<file path="config.mk">
export PLATFORM = sky130hd
export DESIGN_NAME = jtdsp16_pc_seq
export DESIGN_NICKNAME = d
export VERILOG_FILES = /design/src/rtl/jtdsp16_pc_seq.sv
export SDC_FILE = /design/constraint.sdc
export NUM_CORES = 1
export LEC_CHECK = 0
export ABC_AREA = 1
export CAP_MARGIN = 20
export CORE_ASPECT_RATIO = 0.7
export CORE_MARGIN = 4
export CORE_UTILIZATION = 35
export DETAILED_ROUTE_END_ITERATION = 8
export GPL_TIMING_DRIVEN = 0
export PLACE_DENSITY = 0.56
export RECOVER_POWER = 50
export SYNTH_ARGS = -nofsm -noshare
export SYNTH_HDL_FRONTEND = slang
export SYNTH_SLANG_ARGS = --single-unit
</file>
<file path="constraint.sdc">
create_clock -name clk_i -period 6.4 [get_ports clk_i]
set_input_delay 0.96 -clock clk_i [delete_from_list [all_inputs] [get_ports clk_i]]
set_output_delay 0.96 -clock clk_i [all_outputs]
set_load 0.01 [all_outputs]
</file>
<file path="src/rtl/jtdsp16_pc_seq.sv">
// DSP16 program sequencer: PC, return stack, do-loop repeat counter, PI-based interrupt entry/exit.
// Optional external interrupt entry is enabled by defining JTDSP16_IRQ_EN.
module jtdsp16_pc_seq #(
  parameter int AW = 16,
  parameter int STACK_DEPTH = 4,
  parameter int CNTW = 7,
  parameter logic [AW-1:0] IRQ_VEC = AW'(1),
  parameter logic [AW-1:0] ICALL_VEC = AW'(2)
) (
  input  logic            clk_i,
  input  logic            rst_i,
  input  logic            cen_i,
  input  logic            goto_ja_i,
  input  logic            call_ja_i,
  input  logic            goto_b_i,
  input  logic [1:0]      b_field_i,
  input  logic            icall_i,
  input  logic            post_inc_i,
  input  logic [11:0]     i_field_i,
  input  logic [AW-1:0]   pt_i,
  input  logic            con_result_i,
  input  logic            do_en_i,
  input  logic [3:0]      do_ni_i,
  input  logic [CNTW-1:0] do_k_i,
  input  logic            ext_irq_i,
  output logic [AW-1:0]   rom_addr_o,
  output logic            shadow_o,
  output logic            in_loop_o,
  output logic            stack_empty_o,
  output logic            stack_ovf_o
);

  localparam int SPW = $clog2(STACK_DEPTH + 1);

  logic [AW-1:0]   pc_q, pc_d, pi_q, pi_d, start_q, start_d, end_q, end_d;
  logic [CNTW-1:0] cnt_q, cnt_d;
  logic [SPW-1:0]  sp_q, sp_d;
  logic [AW-1:0]   stk_q [STACK_DEPTH];
  logic [AW-1:0]   stk_d [STACK_DEPTH];
  logic            ovf_q, ovf_d, loop_q, loop_d, shadow_q, shadow_d;
  logic [AW-1:0]   pc_inc, jump_tgt, stk_top;
  logic            any_br, br_x, seq, do_start, push_en, irq_take;

  assign pc_inc   = pc_q + AW'(1);
  assign jump_tgt = {pc_q[AW-1:12], i_field_i};
  assign any_br   = goto_ja_i | call_ja_i | goto_b_i | icall_i;
  assign br_x     = any_br & con_result_i;
  assign do_start = do_en_i & ~loop_q;
  // Anything that simply advances: post_inc, a skipped branch, or a do_en ignored inside a loop.
  assign seq      = post_inc_i | (any_br & ~con_result_i) | (do_en_i & loop_q);

`ifdef JTDSP16_IRQ_EN
  logic busy_q, busy_d;
  assign irq_take = ext_irq_i & ~busy_q & ~shadow_q & ~loop_q & post_inc_i;

  always_comb begin
    busy_d = busy_q;
    if (cen_i) begin
      if (irq_take) busy_d = 1'b1;
      else if (br_x & goto_b_i & (b_field_i == 2'd1)) busy_d = 1'b0;
    end
  end

  always_ff @(posedge clk_i) begin
    if (rst_i) busy_q <= 1'b0;
    else       busy_q <= busy_d;
  end
`else
  logic irq_unused;
  assign irq_unused = ext_irq_i;
  assign irq_take   = 1'b0;
`endif

  always_comb begin
    stk_top = '0;
    for (int i = 0; i < STACK_DEPTH; i++)
      if (SPW'(i + 1) == sp_q) stk_top = stk_q[i];
  end

  always_comb begin
    pc_d     = pc_q;
    pi_d     = pi_q;
    start_d  = start_q;
    end_d    = end_q;
    cnt_d    = cnt_q;
    sp_d     = sp_q;
    stk_d    = stk_q;
    ovf_d    = ovf_q;
    loop_d   = loop_q;
    shadow_d = shadow_q;
    push_en  = 1'b0;
    if (cen_i) begin
      shadow_d = br_x | do_en_i | irq_take;
      if (irq_take) begin
        pi_d = pc_inc;
        pc_d = IRQ_VEC;
      end else if (br_x) begin
        loop_d = 1'b0;
        if (goto_ja_i) begin
          pc_d = jump_tgt;
        end else if (call_ja_i) begin
          push_en = 1'b1;
          pc_d    = jump_tgt;
        end else if (icall_i) begin
          pi_d = pc_inc;
          pc_d = ICALL_VEC;
        end else begin
          case (b_field_i)
            2'd0: begin
              pc_d = (sp_q == '0) ? '0 : stk_top;
              if (sp_q != '0) sp_d = sp_q - SPW'(1);
            end
            2'd1: pc_d = pi_q;
            2'd2: pc_d = pt_i;
            default: begin
              push_en = 1'b1;
              pc_d    = pt_i;
            end
          endcase
        end
      end else if (do_start) begin
        start_d = pc_inc;
        end_d   = pc_q + AW'(do_ni_i);
        cnt_d   = do_k_i;
        loop_d  = 1'b1;
        pc_d    = pc_inc;
      end else if (seq) begin
        if (loop_q && pc_q == end_q) begin
          if (cnt_q > CNTW'(1)) begin
            pc_d  = start_q;
            cnt_d = cnt_q - CNTW'(1);
          end else begin
            pc_d   = pc_inc;
            loop_d = 1'b0;
          end
        end else begin
          pc_d = pc_inc;
        end
      end
    end
    // A full stack keeps the newest entries: shift out the oldest, stick the overflow flag.
    if (push_en) begin
      if (sp_q == SPW'(STACK_DEPTH)) begin
        for (int i = 0; i < STACK_DEPTH - 1; i++) stk_d[i] = stk_q[i + 1];
        stk_d[STACK_DEPTH-1] = pc_inc;
        ovf_d = 1'b1;
      end else begin
        for (int i = 0; i < STACK_DEPTH; i++)
          if (SPW'(i) == sp_q) stk_d[i] = pc_inc;
        sp_d = sp_q + SPW'(1);
      end
    end
  end

  always_ff @(posedge clk_i) begin
    if (rst_i) begin
      pc_q     <= '0;
      pi_q     <= '0;
      start_q  <= '0;
      end_q    <= '0;
      cnt_q    <= '0;
      sp_q     <= '0;
      stk_q    <= '{default: '0};
      ovf_q    <= 1'b0;
      loop_q   <= 1'b0;
      shadow_q <= 1'b0;
    end else begin
      pc_q     <= pc_d;
      pi_q     <= pi_d;
      start_q  <= start_d;
      end_q    <= end_d;
      cnt_q    <= cnt_d;
      sp_q     <= sp_d;
      stk_q    <= stk_d;
      ovf_q    <= ovf_d;
      loop_q   <= loop_d;
      shadow_q <= shadow_d;
    end
  end

  assign rom_addr_o    = pc_q;
  assign shadow_o      = shadow_q;
  assign in_loop_o     = loop_q;
  assign stack_empty_o = (sp_q == '0);
  assign stack_ovf_o   = ovf_q;

endmodule

</file>
==> summary.txt, run 1 <==
Outcome
  • Status: complete, no violations

Clocking
  • CTS buffer count: 17
  • H-tree depth: 4
  • Clk buf depth: 2
  • Clock transition at path regs: 0.06 ns
  • Clock Sinks: 141
  • Root Driver: clkbuf_16
  • Number of gates resized after CTS: 0
  • CTS tree: built
  • Postcts setup bufs: 0
  • Hold buffer count at cts: 0
  • Clk_lat worst skew: 0.43 ns

Die
  • Starting Density: 35.54%
  • IO Count: 72
  • Die Wd: 193.2 microns
  • Core ar.: 23,640 sq um
  • DIE AREA: 26,580 sq um
  • Die H: 137.6 microns
  • # rows: 47

Yosys
  • Xor/xnor share of the synthesized area: 1.877%
  • Top cells by area, synth: dfxtp_1 (34%), nand2_1 (16%), a21oi_1 (8.6%)
  • Mapped Avg Cell Area: 6.452 sq um
  • Post-synth EDFFs: 0
  • Post-Synthesis Cells: 1,302
  • Synth area leader: dfxtp_1
  • Most common cell in the netlist: nand2_1
  • Largest family of logic cells by synthesized area: simple AND/OR/NAND/NOR gates
  • Synth cell types: 53
  • Warnings from Yosys: 0
  • Share of the synthesized area in the top cell type: 33.60%
  • Fraction of registers with async set/reset: 0%
  • Simple-gate share of the synthesized area: 30.04%
  • Mapped Nets: 1,368
  • Compound-Gate Fraction of Synth Area: 21.05%
  • Sequential area share after synthesis: 33.60%
  • Most common library cells after synthesis: nand2_1 (350), a21oi_1 (145), dfxtp_1 (141)
  • FF+latch count, synth: 141
  • Mux contribution to synthesized area: 0%
  • Synth Flop Type: dfxtp_1
  • Post-synthesis adder-cell area fraction: 2.175%
  • Mapped cell area: 8401 sq um

Timing
  • Worst Clk Skew: 0.008491 ns
  • Slew @ Worst Pin: 0.8251 ns
  • Fin Setup TNS: 0 ns
  • Worst slew margin: 44.79%
  • Unrepaired setup endpoints after global routing: no
  • Final period util: 71.22%
  • Final WS setup: 1.842 ns
  • Slew Viols, Final: 0
  • # setup viols final: 0
  • Fin Hold WS: 0.4583 ns
  • Hold Vio Cnt, Final: 0
  • Max Fclk: 219.4 MHz
  • Final Critical Period: 4.558 ns

Power and ir drop
  • PD cells: 231.6 nW/um^2
  • P_leak: 4.492 nW
  • Net Sw Power: 0.6654 mW
  • Switching Share: 29.03%
  • Combinational share of power: 16.2%
  • Power share of the clock group: 43.0%
  • Internal power: 1.627 mW
  • Seq pwr share: 40.8%
  • Worst vdd ir: 200.0 uV

Worst setup path
  • CP Class: input port to register
  • Critical path startpoint category: input port
  • Worst Path Required: 6.70 ns
  • Worst r2r src: rom_addr_o[0]
  • CP max FO: 10
  • CP Launch Point: goto_ja_i
  • Critical path capture point type: register
  • CP arrival: 4.85 ns

Detailed routing
  • Via-to-Cell Ratio: 5.256
  • Drt pass-1 iters: 6
  • DR iter-0 viols: 920
  • Final WL: 30,560 microns
  • DR vias: 9,035
  • WL/cell: 17.78 microns
  • DRC viols: 0
  • Post-route ant nets: 0

GRT
  • GRT Residual Overflow: 0
  • Initial antenna violation count: 0
  • Gr usage total: 22.98%
  • Number of global-route vias before repair: 8,310
  • Largest net degree at the start of global routing: 17
  • First-pass GRT wire length: 46,430 microns

Placed design
  • Detailed Place HPWL: 23,800 microns
  • PortBufs: 68
  • Place WS: 2.964 ns
  • RePlAce Congestion: 0.9441
  • Post-Place Cells: 1,688

Final layout
  • Util after Layout: 41.87%
  • Diodes inserted: 0
  • Non-Filler Instances: 1,719
  • Layout cells sized above 1: 6.067%
  • Nets: 1,455
  • Area Growth Syn to Fin: 17.81%
  • Layout fillers: 2,595

Worst hold path
  • Hold Path Class: register to register
  • Hold_sp: pi_q[8]

Flow run
  • Max_cap viols: 0
## layout make-up
| cell class | instances | area, sq um | share of cell area, % |
|---|---|---|---|
| Multi-Input combinational cell | 946 | 4539 | 45.87 |
| Sequential cell | 141 | 2823 | 28.52 |
| Timing Repair Buffer | 68 | 680.7 | 6.877 |
| Inverter | 149 | 569.3 | 5.752 |
| Clock buffer | 24 | 471.7 | 4.766 |
| Tap cell | 318 | 397.9 | 4.020 |
| Buffer | 66 | 326.6 | 3.300 |
| Clock inverter | 7 | 88.84 | 0.8976 |
## state kept, by name (all words and copies together), names as in the netlist
signal,count
rom_addr_o,16
start_q,16
stk_q,64
cnt_q,7
shadow_o,1
in_loop_o,1
stack_ovf_o,1
sp_q,3
end_q,16
pi_q,16
## path summary, 6_finish.rpt
path | to | slack (ns) | depth (start not counted)
worst min register to register | pi_q[8] | 0.46 | 2
worst max register to register | end_q[14] | 3.62 | 10
worst max-delay path | start_q[0] | 1.84 | 13
worst min-delay path | pi_q[8] | 0.46 | 2
## worst max-delay path, stage by stage
cell and delay [ns]:
dlygate4sd3_1 0.56, inv_1 0.06, nand2_1 0.22, nor2_1 0.71
nand2_4 0.06, nand2_1 0.34, clkinvlp_2 0.37, nor2_1 0.34
nand2_4 0.20, inv_2 0.09, clkbuf_1 0.45, buf_2 0.38
a21oi_1 0.11
## metrics by stage
step | cell area (sq um) | power [mW]
finish | 9897 | 2.292
global route | 9897 | 2.374
CTS | 10040 | 2.304
detailed placement | 9479 | 1.328
global placement | 9479 | 1.326
floorplan | 8401 | 1.179
## placed cells by master, fill, tap and decap left out, types with 4 or more instances in the layout
master             n
a21oi_1          148
a31oi_1           31
buf_2             15
buf_4              4
clkbuf_1          42
clkbuf_16         17
clkbuf_8           4
clkdlybuf4s50_1   48
clkinv_2           4
dfxtp_1          141
dlygate4sd3_1     20
ha_1              13
inv_1            138
inv_2              7
nand2_1          353
nand2_2            6
nand3_1           71
nand4_1           10
nor2_1           119
nor2_4             6
nor3_1             4
o211ai_1          12
o21ai_0          129
xor2_1            17
## power groups by stage
stage,clock network [mW],logic (mW),registers [mW]
finish,0.985,0.372,0.936
global placement,0,0.372,0.954
global route,1.03,0.407,0.939
floorplan,0,0.229,0.949
CTS,0.993,0.375,0.935
detailed placement,0,0.373,0.954
## routing by layer
layer	track usage (%)	wire, microns	part of all wire [%]
met4	5.071	386	1.3
met5	0	0	0
met2	31.17	11740	38
met3	5.446	2775	9.1
met1	36.10	15660	51
## logic make-up (layout without fill, tap and decap cells)
logic type / count (synthesis) / after routing
DFF: 141 / 141
xor gates and xnor gates: 18 / 18
adders and majority gates: 14 / 14
and+or+nand+nor: 583 / 583
AOI/OAI and AO/OA: 331 / 331
buffers and inverters: 215 / 314
Note: power is estimated with default switching activity, not from simulation.
==> run 2, diff against run 1 <==
==> constraint.sdc (replaced) <==
create_clock -name clk_i -period 4.2 [get_ports clk_i]
set_input_delay 0.63 -clock clk_i [delete_from_list [all_inputs] [get_ports clk_i]]
set_output_delay 0.63 -clock clk_i [all_outputs]
set_load 0.01 [all_outputs]
==> run 2 against run 1 <==
Compared with the run above: flip-flop and latch count unchanged; highest routed layer unchanged; core utilization up 0.21 points; combinational power up 53%; via count down 0.18%; register-to-register slack worse by 2.2 ns; routed wire length down 0.17%; clock power up 52%; worst hold slack better by 0.0019 ns; largest power group unchanged; non-clock buffer count unchanged.
==> summary.txt, run 2 (synthesis results as in run 1) <==
Timing
  • Worst slew margin: 42.97% (-1.8 points)
  • Slew @ Worst Pin: 0.8554 ns (+0.03031 ns)
  • Worst Clk Skew: 0.008298 ns (-0.0001922 ns)
  • # setup viols final: 0 (unchanged)
  • Max Fclk: 288.0 MHz
  • Fin Setup TNS: 0 ns (unchanged)
  • Unrepaired setup endpoints after global routing: no
  • Slew Viols, Final: 0 (unchanged)
  • Final period util: 82.67%
  • Hold Vio Cnt, Final: 0 (unchanged)
  • Final Critical Period: 3.472 ns

Final layout
  • Nets: 1,455 (unchanged)
  • Most frequent cells in the layout: nand2_1 (353), a21oi_1 (148), dfxtp_1 (141)
  • Area Growth Syn to Fin: 18.39%
  • Leading cell type in the layout, fill and taps excluded: nand2_1
  • Max reg flops: 64 (unchanged)
  • Layout cells sized above 1: 6.210% (+0.14 points)
  • Reg with most FFs: stk_q
  • Final Cell Area: 9946 sq um (+0.49%)
  • Diodes inserted: 0 (unchanged)

Detailed routing
  • Via-to-Cell Ratio: 5.247 (-0.18%)
  • Post-route ant nets: 0 (unchanged)
  • DR iter-0 viols: 913 (-0.76%)
  • DRC viols: 0 (unchanged)
  • WL/cell: 17.75 microns (-0.17%)
  • Final WL: 30,500 microns (-0.17%)
  • Drt pass-1 iters: 5 (-1)
  • DR vias: 9,019 (-0.18%)

Power and ir drop
  • Worst vdd ir: 304.8 uV (+52%)
  • Power, Total: 3.494 mW (+52%)
  • P_leak: 4.511 nW (+0.43%)
  • PD cells: 351.3 nW/um^2 (+52%)

Worst setup path
  • FF-to-FF End: end_q[12]
  • Worst Path Required: 4.54 ns (-2.16 ns)
  • CP Class: input port to register
  • CP max FO: 10 (unchanged)
  • Crit-path max cell delay: 0.59 ns (-0.12 ns)
  • Critical path startpoint category: input port
  • Critical path capture point type: register
  • Worst path cell trace: dlygate4sd3_1 > inv_2 > nand2_1 > nor2_8 > nand2_4 > nand2_4 > inv_6 > nor2_8 > nand2_1 > clkinv_1 > buf_4 > clkbuf_1 > nand3_1 > nand2_1 > inv_1
  • Top cell by count, worst path: nand2_1
  • R2R Setup Slk: 1.40 ns (-2.22 ns)
  • CP arrival: 3.81 ns (-1.04 ns)
  • Slowest cell on crit path: clkbuf_1
  • Worst r2r src: rom_addr_o[0]
  • Reg2Reg Depth: 9 (-1)

GRT
  • First-pass GRT wire length: 46,430 microns (unchanged)
  • Number of global-route vias before repair: 8,310 (unchanged)
  • Largest net degree at the start of global routing: 17 (unchanged)
  • Initial antenna violation count: 0 (unchanged)
  • GRT Residual Overflow: 0 (unchanged)
  • Gr usage total: 22.98% (unchanged)

Worst hold path
  • Hold-critical path endpoint: start_q[6]
  • Hold Path Class: register to register
  • Worst hold path depth: 2 (unchanged)
  • Hold_sp: start_q[6]

Clocking
  • Clk buf depth: 2 (unchanged)
  • Hold buffer count at cts: 0 (unchanged)
  • CTS tree: built
  • Postcts setup bufs: 0 (unchanged)
  • Root Driver: clkbuf_16
  • H-tree depth: 4 (unchanged)
  • Clock transition at path regs: 0.06 ns (about the same)
  • CTS buffer count: 17 (unchanged)
  • Clk_lat worst skew: 0.43 ns (about the same)
  • Number of gates resized after CTS: 0 (unchanged)
  • Clock Sinks: 141 (unchanged)

Die
  • # rows: 47 (unchanged)
  • IO Count: 72 (unchanged)
  • DIE AREA: 26,580 sq um (unchanged)
  • Die Wd: 193.2 microns (unchanged)
  • Core ar.: 23,640 sq um (unchanged)
  • Starting Density: 35.54% (unchanged)
  • Die H: 137.6 microns (unchanged)

Outcome
  • Status: complete, no violations

Placed design
  • Detailed Place HPWL: 23,800 microns (unchanged)
  • RePlAce Congestion: 0.9441 (unchanged)
  • Dpl cell area: 9479 sq um (unchanged)
  • PortBufs: 68 (unchanged)

Flow run
  • Max_cap viols: 0 (unchanged)
[run 2: layout make-up]
type / count / area [sq um]
buffer: 66 / 326.6
clock buffer: 24 / 471.7
clock inverter: 7 / 88.84
fill: 2591 / 13690
inverter: 149 / 573.1
multi-input combinational: 946 / 4584
sequential: 141 / 2823
tap: 318 / 397.9
timing repair buffer: 68 / 680.7
[run 2: where the power goes]
group | switching [mW] | leakage, nW | internal (mW)
combinational | 0.375 | 3.09 | 0.196
sequential | 0.0412 | 1.15 | 1.38
clock | 0.598 | 0.278 | 0.899
total | 1.01 | 4.51 | 2.48
[run 2: per-layer routing]
layer	track usage, %	share of wire (%)	vias up
li1	-	-	4401
met1	36.10	51	4259
met2	31.17	39	332
met3	5.446	8.8	27
met4	5.071	1.2	0
met5	0	0	-
[run 2: how the worst max path moves through the flow]
| stage | slack [ns] | startpoint | cells after the start | to |
|---|---|---|---|---|
| floorplan | 1.95 | do_ni_i[0] | 10 | end_q[14] |
| global placement | 1.09 | do_ni_i[0] | 11 | end_q[14] |
| detailed placement | 1.09 | do_ni_i[0] | 11 | end_q[14] |
| CTS | 1.44 | rom_addr_o[0] | 10 | end_q[14] |
| global route | 0.64 | goto_ja_i | 14 | start_q[2] |
| finish | 0.73 | goto_ja_i | 15 | end_q[11] |
[run 2: metrics by stage]
step	worst slack, ns	util, %	hold slack (ns)	std cells
floorplan	1.950	-	0.4245	1302
global placement	1.086	40.10	0.4390	1688
detailed placement	1.094	40.10	0.4438	1688
CTS	1.444	42.47	0.4558	1719
global route	0.6362	42.07	0.4746	1719
finish	0.7277	42.07	0.4602	1719
[run 2: critical path, delay by kind of cell]
| kind | cells | cell delay (ns) |
|---|---|---|
| buf+inv | 7 | 1.68 |
| simple gates | 8 | 1.48 |
